### config.mk
export PLATFORM = sky130hd
export DESIGN_NAME = triangle_setup
export DESIGN_NICKNAME = d
export VERILOG_FILES = /design/src/rtl/render_pkg.sv /design/src/rtl/edge_coeff.sv /design/src/rtl/triangle_setup.sv
export SDC_FILE = /design/constraint.sdc
export NUM_CORES = 2
export LEC_CHECK = 0
export BUFFER_PORTS_ARGS = -buffer_cell sky130_fd_sc_hd__buf_4
export CELL_PAD_IN_SITES_DETAIL_PLACEMENT = 0
export CELL_PAD_IN_SITES_GLOBAL_PLACEMENT = 1
export CORE_MARGIN = 3
export CORE_UTILIZATION = 49
export CTS_CLUSTER_DIAMETER = 120
export DETAILED_ROUTE_END_ITERATION = 6
export HOLD_SLACK_MARGIN = 0.15
export PLACE_DENSITY_LB_ADDON = 0.25
export SYNTH_ARGS = -nofsm -noshare
export SYNTH_HDL_FRONTEND = slang
export SYNTH_SLANG_ARGS = --single-unit
### constraint.sdc
create_clock -name i_clk -period 11.54 [get_ports i_clk]
set_input_delay 1.154 -clock i_clk [delete_from_list [all_inputs] [get_ports i_clk]]
set_output_delay 1.154 -clock i_clk [all_outputs]
set_load 0.05 [all_outputs]
### src/rtl/render_pkg.sv
// Shared rendering types, default screen size and the triangle-setup FSM encoding.
// Small helpers for bounding-box reduction and screen clamping live here too.
package render_pkg;

  typedef logic signed [31:0] vtx_fixed_t;
  typedef logic signed [15:0] pix_t;
  typedef logic signed [16:0] edge_ab_t;
  typedef logic signed [32:0] edge_c_t;
  typedef logic signed [34:0] area_t;

  localparam int DEF_SCREEN_W = 320;
  localparam int DEF_SCREEN_H = 240;

  typedef enum logic [1:0] {
    S_COLLECT = 2'd0,
    S_EDGE    = 2'd1,
    S_AREA    = 2'd2,
    S_EMIT    = 2'd3
  } setup_state_t;

  function automatic pix_t min3(pix_t a, pix_t b, pix_t c);
    pix_t m;
    m = (a < b) ? a : b;
    return (c < m) ? c : m;
  endfunction

  function automatic pix_t max3(pix_t a, pix_t b, pix_t c);
    pix_t m;
    m = (a > b) ? a : b;
    return (c > m) ? c : m;
  endfunction

  // Negative coordinates pin to 0, anything past the last pixel pins to lim.
  function automatic logic [9:0] clamp_pix(pix_t p, pix_t lim);
    logic [9:0] r;
    if (p < 16'sd0)
      r = 10'd0;
    else if (p > lim)
      r = lim[9:0];
    else
      r = p[9:0];
    return r;
  endfunction

endpackage

### src/rtl/edge_coeff.sv
// Combinational edge-function coefficients for the directed edge (x0,y0) -> (x1,y1).
// The top time-multiplexes one instance over the three edges of a triangle.
module edge_coeff
  import render_pkg::*;
(
  input  pix_t     x0,
  input  pix_t     y0,
  input  pix_t     x1,
  input  pix_t     y1,
  output edge_ab_t a,
  output edge_ab_t b,
  output edge_c_t  c
);

  logic signed [31:0] prod0;
  logic signed [31:0] prod1;

  assign prod0 = x0 * y1;
  assign prod1 = x1 * y0;

  assign a = edge_ab_t'(y0) - edge_ab_t'(y1);
  assign b = edge_ab_t'(x1) - edge_ab_t'(x0);
  assign c = edge_c_t'(prod0) - edge_c_t'(prod1);

endmodule

### src/rtl/triangle_setup.sv
// Triangle setup: gathers three vertices, derives edge functions, area and clamped bbox,
// culls degenerate/back-facing/off-screen triangles and offers the rest over valid/ready.
module triangle_setup
  import render_pkg::*;
#(
  parameter int SCREEN_W      = DEF_SCREEN_W,
  parameter int SCREEN_H      = DEF_SCREEN_H,
  parameter bit CULL_BACKFACE = 1'b1
)
(
  input  logic        i_clk,
  input  logic        i_rst_n,
  input  logic        i_vtx_valid,
  output logic        o_vtx_ready,
  input  vtx_fixed_t  i_vtx_x,
  input  vtx_fixed_t  i_vtx_y,
  output logic        o_tri_valid,
  input  logic        i_tri_ready,
  output edge_ab_t    o_edge_a [3],
  output edge_ab_t    o_edge_b [3],
  output edge_c_t     o_edge_c [3],
  output area_t       o_area2,
  output logic [9:0]  o_bb_xmin,
  output logic [9:0]  o_bb_xmax,
  output logic [9:0]  o_bb_ymin,
  output logic [9:0]  o_bb_ymax,
  output logic [15:0] o_tri_count,
  output logic [15:0] o_cull_count
);

  localparam pix_t XLIM = pix_t'(SCREEN_W - 1);
  localparam pix_t YLIM = pix_t'(SCREEN_H - 1);

  setup_state_t state;
  logic [1:0]   cnt;
  logic [1:0]   ecnt;
  logic [1:0]   enxt;
  pix_t         vx [3];
  pix_t         vy [3];
  edge_ab_t     ea;
  edge_ab_t     eb;
  edge_c_t      ec;
  area_t        area_sum;
  pix_t         xmin, xmax, ymin, ymax;
  logic         neg_area;
  logic         off_screen;
  logic         cull;
  logic         unused_frac;

  // Only the integer part of each Q16.16 coordinate is used (floor).
  assign unused_frac = ^{i_vtx_x[15:0], i_vtx_y[15:0]};

  assign o_vtx_ready = i_rst_n && (state == S_COLLECT);
  assign o_tri_valid = (state == S_EMIT);
  assign enxt        = (ecnt == 2'd2) ? 2'd0 : ecnt + 2'd1;

  edge_coeff u_edge (
    .x0 (vx[ecnt]),
    .y0 (vy[ecnt]),
    .x1 (vx[enxt]),
    .y1 (vy[enxt]),
    .a  (ea),
    .b  (eb),
    .c  (ec)
  );

  always_comb begin
    area_sum   = area_t'(o_edge_c[0]) + area_t'(o_edge_c[1]) + area_t'(o_edge_c[2]);
    xmin       = min3(vx[0], vx[1], vx[2]);
    xmax       = max3(vx[0], vx[1], vx[2]);
    ymin       = min3(vy[0], vy[1], vy[2]);
    ymax       = max3(vy[0], vy[1], vy[2]);
    neg_area   = area_sum[34];
    off_screen = (xmax < 16'sd0) || (xmin > XLIM) || (ymax < 16'sd0) || (ymin > YLIM);
    cull       = (area_sum == '0) || (neg_area && CULL_BACKFACE) || off_screen;
  end

  always_ff @(posedge i_clk or negedge i_rst_n) begin
    if (!i_rst_n) begin
      state        <= S_COLLECT;
      cnt          <= '0;
      ecnt         <= '0;
      o_area2      <= '0;
      o_bb_xmin    <= '0;
      o_bb_xmax    <= '0;
      o_bb_ymin    <= '0;
      o_bb_ymax    <= '0;
      o_tri_count  <= '0;
      o_cull_count <= '0;
      for (int i = 0; i < 3; i++) begin
        vx[i]       <= '0;
        vy[i]       <= '0;
        o_edge_a[i] <= '0;
        o_edge_b[i] <= '0;
        o_edge_c[i] <= '0;
      end
    end else begin
      case (state)
        S_COLLECT: begin
          if (i_vtx_valid) begin
            vx[cnt] <= i_vtx_x[31:16];
            vy[cnt] <= i_vtx_y[31:16];
            if (cnt == 2'd2) begin
              cnt   <= '0;
              ecnt  <= '0;
              state <= S_EDGE;
            end else begin
              cnt <= cnt + 2'd1;
            end
          end
        end
        S_EDGE: begin
          o_edge_a[ecnt] <= ea;
          o_edge_b[ecnt] <= eb;
          o_edge_c[ecnt] <= ec;
          ecnt           <= enxt;
          if (ecnt == 2'd2)
            state <= S_AREA;
        end
        S_AREA: begin
          if (cull) begin
            o_cull_count <= o_cull_count + 16'd1;
            state        <= S_COLLECT;
          end else begin
            // Clockwise triangles that survive are re-wound so area2 is always positive.
            o_area2 <= neg_area ? -area_sum : area_sum;
            if (neg_area) begin
              for (int i = 0; i < 3; i++) begin
                o_edge_a[i] <= -o_edge_a[i];
                o_edge_b[i] <= -o_edge_b[i];
                o_edge_c[i] <= -o_edge_c[i];
              end
            end
            o_bb_xmin <= clamp_pix(xmin, XLIM);
            o_bb_xmax <= clamp_pix(xmax, XLIM);
            o_bb_ymin <= clamp_pix(ymin, YLIM);
            o_bb_ymax <= clamp_pix(ymax, YLIM);
            state     <= S_EMIT;
          end
        end
        S_EMIT: begin
          if (i_tri_ready) begin
            o_tri_count <= o_tri_count + 16'd1;
            state       <= S_COLLECT;
          end
        end
        default: state <= S_COLLECT;
      endcase
    end
  end

endmodule

=== Word-level counts from Yosys, hierarchy flattened ===
Cells that the tools add are included.

* Flip-flop bits (word level): 410
* Output and inout port bits: 310
* Word-level logic and storage cells: 161

* Reduce and logical (&&, ||, !) cells: 19
* Add/subtract/negate cells: 19
* Magnitude comparators: 21
* Mux-type cells: 60
* Bitwise logic cells: 4
* Eq/ne operators: 11
* Multipliers: 2

{| class="wikitable"
|+ Operator list
! operator !! number
|-
| two-way mux 16 bit || 17
|-
| two-way mux 51 bit || 4
|-
| one-hot mux 51 bit (2 select lines) || 2
|-
| two-way mux 99 bit || 2
|-
| one-hot mux 99 bit (2 select lines) || 1
|-
| binary-select mux 16 bit (select 2 bit) || 4
|-
| bitwise mux 51 bit || 2
|-
| negation 17 bit || 6
|-
| bitwise mux 99 bit || 1
|-
| negation 33 bit || 3
|-
| bitwise mux 48 bit || 2
|-
| two-way mux 10 bit || 8
|-
| demux 33 bit (select 2 bit) || 1
|-
| greater-than comparator 16 bit || 4
|-
| less-than comparator 16 x 1 -> 1 bit, second input constant || 4
|-
| less-than comparator 16 bit || 4
|-
| multiplier 16 x 16 -> 32 bit || 2
|-
| adder 34 x 33 -> 35 bit || 1
|-
| logical NOT 35 bit || 1
|-
| two-way mux 35 bit || 1
|-
| negation 35 bit || 1
|-
| adder 33 x 33 -> 34 bit || 1
|-
| demux 17 bit (select 2 bit) || 1
|-
| subtractor 16 x 16 -> 17 bit || 2
|-
| 26 further kinds || 61
|}

=== Longest topological paths before layout ===
* Depth in word-level cells: 11
* Mapped depth: 35

=== By module ===
From an unflattened synthesis, not the netlist that was laid out.

* Cells, all modules: 4622
* Area, all modules: 45875.2 µm²

{| class="wikitable"
|+ Modules (own cells, without submodules)
! module !! area each (µm²) !! times used !! cells each !! sequential area each (µm²)
|-
| triangle_setup || 24308.3 || 1 || 2211 || 10259.8
|-
| edge_coeff || 21566.9 || 1 || 2411 || 0.0
|}

=== Worst setup path after synthesis ===
Ideal clock, no wire load.

* Path type: reg-to-reg
* From: register ecnt[0]
* To: register o_edge_c[30] in the netlist's numbering
* Period minus slack after synthesis: 9.426 ns
* Buffers on the path: 5
* Cell stages (with the launch flop): 34
* Arrival time: 9.296 ns
* Slack: 2.114 ns
* Cell sequence: dfrtp_1 > clkbuf_1 > buf_1 > buf_1 > clkbuf_1 > nor2_1 > a21oi_1 > clkbuf_1 > nor2_1 > fa_1 > inv_1 > fa_1 > fa_1 > inv_1 > ha_1 > inv_1 > fa_1 > inv_1 > fa_1 > fa_1 > inv_1 > fa_1 > inv_1 > ha_1 > a21o_1 > a2111oi_0 > o31ai_1 > or3b_2 > nand2_1 > o21ai_0 > a211o_1 > a21oi_1 > xor2_1 > o21ai_0

* Cells in the longest elaborated chain, start to end: 10
* Elaborated cells between the ends (all ways): 27
* Classes of those cells: 2 x add/sub; 2 x mul; 2 x order compare; 1 x eq/ne; 17 x mux; 2 x bitwise; 1 x reduce/logical

{| class="wikitable"
|+ RTL lines
! what !! line !! text
|-
| start: declaration || triangle_setup.sv:36 || <nowiki>logic [1:0] ecnt;</nowiki>
|-
| start signal: assignment || triangle_setup.sv:116 || <nowiki>ecnt <= enxt;</nowiki>
|-
| adder 2 x 1 -> 2 bit / == test 2 bit (equally long branches) || triangle_setup.sv:55 || <nowiki>assign enxt = (ecnt == 2'd2) ? 2'd0 : ecnt + 2'd1;</nowiki>
|-
| two-way mux 2 bit || triangle_setup.sv:55 ||
|-
| inverter 2 -> 3 bit (not written as such) || triangle_setup.sv:60, triangle_setup.sv:61 ||
|-
| binary-select mux 16 bit (select 2 bit) (on tied branches) || triangle_setup.sv:61, triangle_setup.sv:60 ||
|-
| two-way mux 16 bit (on tied branches) (2 in a row) || triangle_setup.sv:61, triangle_setup.sv:60 ||
|-
| multiplier 16 x 16 -> 32 bit (on tied branches) || edge_coeff.sv:18, edge_coeff.sv:19 ||
|-
| subtractor 32 x 32 -> 33 bit || edge_coeff.sv:23 || <nowiki>assign c = edge_c_t'(prod0) - edge_c_t'(prod1);</nowiki>
|-
| bitwise mux 99 bit (*) || triangle_setup.sv:115 || <nowiki>o_edge_c[ecnt] <= ec;</nowiki>
|-
| one-hot mux 99 bit (2 select lines) (*) || triangle_setup.sv:98 || <nowiki>case (state)</nowiki>
|-
| end signal: indexed assignment || triangle_setup.sv:131 || <nowiki>o_edge_c[i] <= -o_edge_c[i];</nowiki>
|-
| end: declaration || triangle_setup.sv:21 || <nowiki>output edge_c_t o_edge_c [3],</nowiki>
|}

Mark *: on every way between the ends. The rest lies on a longest branch, timed or not. The select of a mux whose other input is x is not followed.
A chain may end at the register's enable or synchronous reset.

=== Worst setup path in the final report ===
* From: register ecnt[1]
* To: register o_edge_c[30] in the netlist's numbering

Same word-level chain as after synthesis.

==> impl_metrics.ini <==
[worst_setup_path]
start_kind = register
worstPathArrival_ns = 10.63
max_stage_delay_ns = 0.67
crit_path_end_kind = register
crit_type = register to register
path_max_fanout = 27
path_common_cell = fa_1
crit_buf_inv = 10
crit_family = adder cells
cp.required_ns = 12.02
crit_slowest_cell = fa_1

[sta]
maxSlewHeadroom_pct = 17.8
fin_setup_tns_ns = 0
clock.fmax_mhz = 98.5
finClkSkew_ns = 0.0398
period_share_pct = 87.9
rsz0062_at_grt = no
hold_viol = 0
tightestPinTransition_ns = 1.23
min_period_ns = 10.15
slew_violations = 0
whs_ns = 0.476
finalSetupViolCount = 0

[synthesis]
synth_edf_count = 0
yosysTopAreaCell = fa_1
synth.distinct_cells = 87
syn-num-nets = 5788
synth_area_um2 = 45200
synthArstFlopShare_pct = 100
syn_area_per_cell_um2 = 9.48
synth-seq-cells = 410
netlist_instances = 4772
yosysMostFrequentCell = inv_1
synth_area_leaders = fa_1, dfrtp_1, ha_1
ys.flop_type = dfrtp_1
synth_top_area_share_pct = 27.7
yosys_warnings = 0
yosysSeqAreaShare_pct = 22.7
ys_top_cells_by_count = inv_1, fa_1, nand2_1

[placement]
portBuffers = 345
gp_congestion = 0.938
dpl.hpwl_mm = 109

[detailed_routing]
post-route-drc-count = 0
routed_wl_mm = 135
final_antenna_net_count = 0
wl_per_cell_um = 21.4
dr_total_vias = 34800
drt-initial-drc-count = 2433
drt-pass1-iter-count = 6
vias_per_cell = 5.51

[clock_network]
post_cts_buffers = 0
clk-insertion-delay-late_ns = 0.65
clock_sinks = 410
holdBufCountCts = 0
clk_pin_slew_ns = 0.06
cts-root-buf = clkbuf_16
cts_tree = done
ctsLongestPathBuffers = 3
cts_htree_levels = 2
cts_made_buffers = 49
post_cts_resized = 0

[floorplan]
top_level_ports = 378
initial_utilization_pct = 49.8
core_um2 = 90800
die_area_um2 = 96000
rows = 110
die_w_um = 310
fp.dieH_um = 310

[layout]
drive_gt1_share_pct = 14.6
multi_input_area_um2 = 31400
nNetsFinal = 6107
area_delta_synth_final_pct = 13.4
nFillCells = 8248
regArea_um2 = 10300

[job]
cap_violations = 0

[worst_hold_path]
hp-class = register to register

[grt]
grt_pass1_vias = 36000
grt.overflow.total = 0
grt_usage_pct = 28.8
antenna_found_initial = 1
grt_pass1_wl_mm = 212
grt_max_degree = 164

[status]
status = complete, no violations
[cell type report]
class	count	share of cell area (%)
diodes	3	0.0146
clock buffers	69	2.72
clock inverters	21	0.830
inverters	801	5.86
multi-input cells	3388	61.2
flip-flops and latches	410	20.0
well taps	1176	2.87
repair buffers	441	6.52
[per-layer routing]
layer | routed length, um | global-route usage [%] | up-vias
li1 | - | - | 16000
met1 | 57000 | 38.3 | 17500
met2 | 65200 | 48.9 | 1000
met3 | 7870 | 3.95 | 230
met4 | 5080 | 9.37 | 0
met5 | 0 | 0 | -
[registers in the layout, summed over array words and instances (netlist names)]
signal,flops
o_edge_c,99
o_edge_a,51
o_edge_b,51
vx,48
vy,48
o_area2,35
o_cull_count,16
o_tri_count,16
o_bb_xmax,10
o_bb_xmin,10
o_bb_ymax,10
o_bb_ymin,10
cnt,2
ecnt,2
state,2
[cells by family (layout without fill, tap and decap cells)]
| family | Yosys count | in the layout | share of synthesized area [%] |
|---|---|---|---|
| adders and majority gates | 948 | 948 | 36.6 |
| buffers and inverters | 974 | 1332 | 8.16 |
| other | 0 | 3 | 0 |
| xor gates and xnor gates | 151 | 151 | 2.92 |
| DFF | 410 | 410 | 22.7 |
| and+or+nand+nor | 1264 | 1264 | 12.3 |
| muxes | 324 | 324 | 7.82 |
| AOI/OAI and AO/OA | 701 | 701 | 9.56 |
[layout by cell type (no fill, tap or decap), types with 50 or more instances in the layout]
master | netlist | final
ha_1 | 323 | 323
nor2_1 | 420 | 419
dfrtp_1 | 410 | 408
nand2_1 | 531 | 530
a21o_1 | 56 | 56
mux2_2 | 154 | 154
buf_4 | 1 | 438
xnor2_1 | 109 | 109
o21ai_0 | 278 | 274
nand2b_1 | 54 | 53
inv_1 | 783 | 783
a21oi_1 | 136 | 127
fa_1 | 625 | 625
clkbuf_16 | 0 | 50
mux2i_1 | 149 | 149
[path summary, 6_finish.rpt]
path / start / end / slack, ns / depth (start not counted)
worst max register to register: ecnt[1] / o_edge_c[30] / 1.39 / 31
worst min-delay path: o_tri_count[15] / o_tri_count[15] / 0.48 / 1
worst min register to register: o_tri_count[15] / o_tri_count[15] / 0.48 / 1
min in group asynchronous: i_rst_n / o_tri_count[15] / 0.52 / 1
worst max-delay path: ecnt[1] / o_edge_c[30] / 1.39 / 31
max in group asynchronous: i_rst_n / o_bb_xmax[7] / 9.62 / 2
[stage by stage]
stage | area, um2 | std cells | setup slack, ns | util, %
after floorplan | 45200 | 4772 | 2.11 | -
after global placement | 49500 | 6216 | 1.49 | 54.4
after detailed placement | 49500 | 6216 | 1.37 | 54.4
after CTS | 51300 | 6306 | 1.35 | 56.4
after global routing | 51300 | 6306 | 0.745 | 56.4
final | 51300 | 6309 | 1.39 | 56.5
Power is left out: the tool's default activity adds up to more than one toggle a clock period on the data nets, which glitch-free logic cannot reach.
